===== src/rtl/prod_pkg.sv =====
// prod_pkg: shared types for the write-side producer scheduler.
//   state_e : scheduler FSM states (one-hot LED index matches encoding)
//   mode_e  : which producer(s) a run uses
//   src_e   : source tag, encoded to match the dm modulo input
package prod_pkg;

  localparam int unsigned DW_DEF = 16;

  typedef enum logic [1:0] {
    S_IDLE  = 2'd0,
    S_RUN   = 2'd1,
    S_WAIT  = 2'd2,
    S_DRAIN = 2'd3
  } state_e;

  typedef enum logic [1:0] {
    MODE_NONE = 2'd0,
    MODE_F    = 2'd1,
    MODE_T    = 2'd2,
    MODE_FT   = 2'd3
  } mode_e;

  typedef enum logic [1:0] {
    SRC_NONE = 2'd0,
    SRC_F    = 2'd1,
    SRC_T    = 2'd2
  } src_e;

endpackage


===== src/rtl/rr_burst_arb.sv =====
// rr_burst_arb: round-robin burst arbiter between the Fibonacci and Timer producers.
// Ports:
//   i_clk, i_rst_n   clock, asynchronous active-low reset
//   i_load           start of a run: load i_load_grant, clear the burst count
//   i_load_grant     grant to begin the run with
//   i_acc            a word was accepted this cycle
//   i_mode           run mode; only MODE_FT ever switches the grant
//   i_hold           freeze grant and burst count (scheduler not in RUN)
//   o_grant          currently granted source (SRC_F or SRC_T)
module rr_burst_arb
  import prod_pkg::*;
#(
  parameter int unsigned BURST_LEN = 4
) (
  input  logic  i_clk,
  input  logic  i_rst_n,
  input  logic  i_load,
  input  src_e  i_load_grant,
  input  logic  i_acc,
  input  mode_e i_mode,
  input  logic  i_hold,
  output src_e  o_grant
);

  localparam logic [7:0] BurstMax = 8'(BURST_LEN - 1);

  src_e       r_grant;
  logic [7:0] r_burst_cnt;

  always_ff @(posedge i_clk or negedge i_rst_n) begin
    if (!i_rst_n) begin
      r_grant     <= SRC_F;
      r_burst_cnt <= '0;
    end else if (i_load) begin
      r_grant     <= i_load_grant;
      r_burst_cnt <= '0;
    end else if (!i_hold && i_acc && (i_mode == MODE_FT)) begin
      // Last word of a burst: switch source on the same edge so the other
      // producer is enabled in the very next cycle.
      if (r_burst_cnt == BurstMax) begin
        r_burst_cnt <= '0;
        r_grant     <= (r_grant == SRC_F) ? SRC_T : SRC_F;
      end else begin
        r_burst_cnt <= r_burst_cnt + 8'd1;
      end
    end
  end

  assign o_grant = r_grant;

endmodule


===== src/rtl/prod_sched.sv =====
// prod_sched: write-side scheduler for the shared producer buffer (clk_1 domain).
// Sequences the Fibonacci/Timer producers, muxes the granted word onto the
// buffer write port, stalls on full and drains on stop.
// Ports:
//   i_clk, i_rst_n                      clock, asynchronous active-low reset
//   i_start_f/_t/_ft, i_stop            single-cycle command pulses
//   i_f_valid/i_f_out, i_t_valid/i_t_out producer words
//   i_buffer_full/_empty, i_data_valid_2 buffer and read-side status
//   o_f_en, o_t_en                      producer enables
//   o_data_1_en, o_data_1               buffer write strobe and data
//   o_modulo                            source tag (0 none, 1 Fib, 2 Timer)
//   o_led                               one-hot state {DRAIN, WAIT, RUN, IDLE}
//   o_word_cnt                          words written since last start
module prod_sched
  import prod_pkg::*;
#(
  parameter int unsigned BURST_LEN = 4,
  parameter int unsigned DW        = DW_DEF
) (
  input  logic          i_clk,
  input  logic          i_rst_n,
  input  logic          i_start_f,
  input  logic          i_start_t,
  input  logic          i_start_ft,
  input  logic          i_stop,
  input  logic          i_f_valid,
  input  logic [DW-1:0] i_f_out,
  input  logic          i_t_valid,
  input  logic [DW-1:0] i_t_out,
  input  logic          i_buffer_full,
  input  logic          i_buffer_empty,
  input  logic          i_data_valid_2,
  output logic          o_f_en,
  output logic          o_t_en,
  output logic          o_data_1_en,
  output logic [DW-1:0] o_data_1,
  output logic [1:0]    o_modulo,
  output logic [3:0]    o_led,
  output logic [15:0]   o_word_cnt
);

  state_e      r_state;
  mode_e       r_mode;
  src_e        r_last_mod;
  logic [15:0] r_word_cnt;

  src_e        w_grant;
  src_e        w_load_grant;
  src_e        w_modulo;
  logic        w_run;
  logic        w_start_any;
  logic        w_acc;

  always_comb begin
    w_run        = (r_state == S_RUN);
    w_start_any  = (r_state == S_IDLE) && (i_start_f || i_start_t || i_start_ft);
    // Timer-first only for a lone start_t; any F or FT start begins on Fibonacci.
    w_load_grant = (i_start_t && !i_start_f && !i_start_ft) ? SRC_T : SRC_F;
    // Gating with full directly keeps enables low even in the cycle full rises.
    o_f_en       = w_run && (w_grant == SRC_F) && !i_buffer_full;
    o_t_en       = w_run && (w_grant == SRC_T) && !i_buffer_full;
    w_acc        = (o_f_en && i_f_valid) || (o_t_en && i_t_valid);
    o_data_1_en  = w_acc;
    o_data_1     = '0;
    if (w_acc) begin
      o_data_1 = (w_grant == SRC_F) ? i_f_out : i_t_out;
    end
    w_modulo = SRC_NONE;
    unique case (r_state)
      S_RUN, S_WAIT: w_modulo = w_grant;
      S_DRAIN:       w_modulo = r_last_mod;
      default:       w_modulo = SRC_NONE;
    endcase
    o_modulo   = w_modulo;
    o_led      = 4'b0001 << r_state;
    o_word_cnt = r_word_cnt;
  end

  always_ff @(posedge i_clk or negedge i_rst_n) begin
    if (!i_rst_n) begin
      r_state <= S_IDLE;
      r_mode  <= MODE_NONE;
    end else begin
      unique case (r_state)
        S_IDLE: begin
          if (i_start_ft || (i_start_f && i_start_t)) begin
            r_state <= S_RUN;
            r_mode  <= MODE_FT;
          end else if (i_start_f) begin
            r_state <= S_RUN;
            r_mode  <= MODE_F;
          end else if (i_start_t) begin
            r_state <= S_RUN;
            r_mode  <= MODE_T;
          end
        end
        S_RUN: begin
          if (i_stop) begin
            r_state <= S_DRAIN;
          end else if (i_buffer_full) begin
            r_state <= S_WAIT;
          end
        end
        S_WAIT: begin
          if (i_stop) begin
            r_state <= S_DRAIN;
          end else if (!i_buffer_full) begin
            r_state <= S_RUN;
          end
        end
        S_DRAIN: begin
          if (i_buffer_empty && !i_data_valid_2) begin
            r_state <= S_IDLE;
            r_mode  <= MODE_NONE;
          end
        end
        default: r_state <= S_IDLE;
      endcase
    end
  end

  always_ff @(posedge i_clk or negedge i_rst_n) begin
    if (!i_rst_n) begin
      r_word_cnt <= '0;
      r_last_mod <= SRC_NONE;
    end else begin
      if (w_start_any) begin
        r_word_cnt <= '0;
      end else if (w_acc) begin
        r_word_cnt <= r_word_cnt + 16'd1;
      end
      // Remember the tag shown while active so DRAIN keeps displaying it.
      if ((r_state == S_RUN) || (r_state == S_WAIT)) begin
        r_last_mod <= w_modulo;
      end
    end
  end

  rr_burst_arb #(
    .BURST_LEN (BURST_LEN)
  ) u_arb (
    .i_clk        (i_clk),
    .i_rst_n      (i_rst_n),
    .i_load       (w_start_any),
    .i_load_grant (w_load_grant),
    .i_acc        (w_acc),
    .i_mode       (r_mode),
    .i_hold       (!w_run),
    .o_grant      (w_grant)
  );

endmodule


===== config.mk =====
export PLATFORM = sky130hd
export DESIGN_NAME = prod_sched
export DESIGN_NICKNAME = d
export VERILOG_FILES = /design/src/rtl/prod_pkg.sv /design/src/rtl/rr_burst_arb.sv /design/src/rtl/prod_sched.sv
export SDC_FILE = /design/constraint.sdc
export NUM_CORES = 1
export LEC_CHECK = 0
export ABC_AREA = 1
export BUFFER_PORTS_ARGS = -buffer_cell sky130_fd_sc_hd__clkbuf_2
export CAP_MARGIN = 40
export CORE_MARGIN = 5
export CORE_UTILIZATION = 35
export DETAILED_ROUTE_END_ITERATION = 7
export HOLD_SLACK_MARGIN = 0.02
export PLACE_DENSITY = 0.63
export SYNTH_ARGS = -nofsm -noshare
export SYNTH_HDL_FRONTEND = slang
export SYNTH_HIERARCHICAL = 1
export SYNTH_SLANG_ARGS = --single-unit

===== constraint.sdc =====
create_clock -name i_clk -period 4.1 [get_ports i_clk]
set_input_delay 0.41 -clock i_clk [delete_from_list [all_inputs] [get_ports i_clk]]
set_output_delay 0.41 -clock i_clk [all_outputs]
set_load 0.05 [all_outputs]

==> impl_metrics.tcl <==
set metrics [dict create \
    wl_um 6610 \
    hold-worst-slack_ns 0.474 \
    crit_fanout 23 \
    ys_warn_count 6 \
    fin_crit_sh_pct 67.9 \
    critPathLaunch "r_state[1]" \
    r2r_cells 8 \
    track_usage_pct 16.1 \
    top_level_ports 84 \
    synthArstFlopShare_pct 100 \
    yosys-top-cells-area "dfrtp_1 32%, nand2_1 18%, inv_1 6.3%" \
    htreeDepth 2 \
    outcome "finished clean" \
    start_kind "flip-flop" \
    rsz0062_at_grt "no" \
    ys_types 34 \
    antenna_found_initial 0 \
    fin_nets 498 \
    cap_violations 0 \
    path_clk_slew_ns 0.07 \
    fin_tns_setup_ns 0 \
    drc_errors 0 \
    area_delta_synth_final_pct 23.9 \
    slowest_stage "dfrtp_1" \
    vias 2605 \
    tightest_slew_ns 0.514 \
    critical_path_class "reg -> out" \
    max_stage_delay_ns 0.44 \
    cts_buffers 5 \
    p_leak_nw 1.62 \
    r2r-start "r_state[0]" \
    skew_ns 0.00689 \
    setup_viol 0 \
    synth-main-ff-cell "dfrtp_1" \
    setup.worst_path.end_class "output pin" \
    clock_latency_ns 0.29 \
    worstPathRequired_ns 3.69 \
    cts_setup_buffers 0 \
    slew_viol_final 0 \
    worstPathCellList "inv_1 -> ha_1 -> inv_1 -> nor2_1 -> nand3_2 -> nand2_4 -> inv_2 -> a21oi_1 -> clkbuf_2" \
    fmax_ghz 0.359 \
    via_per_inst 4.79 \
    ys_ff_latch 32 \
    grt-ovfl-total 0 \
    r2r-end "u_arb/r_burst_cnt[0]" \
    yosysSeqAreaShare_pct 32.8 \
    synth_top_area_cell "dfrtp_1" \
    first_pass_iters 4 \
    num_rows 30 \
    irDropWorstVdd_mv 0.309 \
    synthCells 364 \
    cts_tree "yes" \
    drive_gt1_share_pct 26.8 \
    detail-route-antenna-nets 0 \
    place_hpwl_um 5230 \
    die_w_um 93.6 \
    relSlewSlack_pct 65.6 \
    hold_violations 0 \
    ff2ff_setup_slack_ns 1.73 \
    synth-edff-count 0 \
    fin_crit_ns 2.78 \
    root_buffer "clkbuf_8" \
    power_density_nw_per_um2 506 \
    syn_area_um2 2450 \
    avgSynthCellArea_um2 6.72 \
    clk_path_buf_depth 2 \
    route.detailed.wl_per_inst_um 12.1 \
    grt_start_max_net_pins 24 \
    layout.cells.most_common "nand2_1" \
    grt_pass1_wl_um 11500 \
    layout_common_cells "119 x nand2_1, 83 x clkbuf_2, 41 x inv_1" \
    die-area_um2 8760 \
    core-area_um2 6790 \
    crit_path_end "o_data_1[0]" \
    grt_pass1_vias 2647 \
    syn-num-nets 415 \
    gp_congestion 0.836 \
    drtIter0Drc 105 \
    io_buffers 83 \
    netlist.area_leader.share_pct 31.7 \
    insertedDiodeCount 0 \
    critPathArrivalTime_ns 2.37 \
    initial_core_util_pct 36.0 \
    hp-class "in -> reg" \
    path_common_cell "inv_1" \
    die_h_um 93.6 \
    cts_sinks 32 \
]
[area by class of cell]
type,instances,area [um^2]
clock inverters,2,10.0
flip-flops and latches,32,802
well taps,96,120
clock buffers,6,82.6
inverters,49,186
fillers,713,3760
repair buffers,85,453
multi-input cells,274,1380
[state kept, by name, summed over array words and instances, names as in the netlist]
register and flops:
r_last_mod 2, u_arb/r_burst_cnt 8, u_arb/o_grant 2, o_word_cnt 16, r_mode 2, r_state 2
[kinds of logic after synthesis]
kind of cell / Yosys count / synth area share, %
muxes: 2 / 0.920
buffers and inverters: 58 / 10.9
adders and majority gates: 8 / 4.09
and+or+nand+nor: 211 / 39.5
AOI/OAI and AO/OA: 52 / 11.5
DFF: 32 / 32.8
xor gates and xnor gates: 1 / 0.358
[worst max-delay path: cells and delay by family, from the launching register on]
kind	cells	cell delay, ns
and+or+nand+nor	3	0.51
AOI/OAI and AO/OA	1	0.21
buffers and inverters	4	0.74
DFF	1	0.44
adders and majority gates	1	0.20
[layer usage]
| metal | GRT usage [%] | share of wire (%) |
|---|---|---|
| met1 | 19.0 | 44 |
| met5 | 0 | 0 |
| met3 | 3.86 | 7.8 |
| met2 | 28.9 | 48 |
| met4 | 4.33 | 0.86 |
[timing repair]
item | 4_1_cts | 5_1_grt
hold buffers | 1 | 0
endpoints found under the hold margin | 9 | 0
gates resized for setup | 0 | 0
[where the power goes]
part | total (mW) | switching [mW] | internal, mW | leakage (nW)
registers | 0.453 | 0.0772 | 0.376 | 0.431
clock network | 0.258 | 0.124 | 0.134 | 0.0510
logic | 0.824 | 0.596 | 0.229 | 1.14
[worst min-delay path by stage]
stage                     cells after the start        from             to  slack [ns]
after floorplan                               0     i_rst_n  o_word_cnt[0]        0.11
after global placement                        2   r_mode[1]      r_mode[1]        0.47
after detailed placement                      1     i_rst_n  o_word_cnt[4]        0.32
after CTS                                     3  i_start_ft      r_mode[1]        0.46
after global routing                          3  i_start_ft      r_mode[1]        0.47
final                                         3  i_start_ft      r_mode[1]        0.47
[through the flow]
stage / total power, mW / cell area [um^2] / std cells / worst slack, ns / utilization (%)
6_report: 1.54 / 3030 / 544 / 1.32 / 44.6
4_1_cts: 1.56 / 3030 / 544 / 1.29 / 44.6
3_5_place_dp: 1.29 / 2930 / 535 / 1.62 / 43.1
3_3_place_gp: 1.27 / 2900 / 534 / 1.68 / 42.7
2_1_floorplan: 1.14 / 2450 / 364 / 1.24 / -
5_1_grt: 1.67 / 3030 / 544 / 1.12 / 44.6
[synthesized netlist by cell type (3+ instances only)]
cell and count:
nor2_2 3, ha_1 8, o21ai_0 16, nand2_2 3
a21oi_1 24, inv_2 7, nand2_1 119, nand2_4 4
nand4_1 16, dfrtp_1 31, nand3_1 26, nor2_1 32
buf_2 3, inv_1 41, o21ai_1 7
Note: power is estimated with default switching activity, not from simulation.
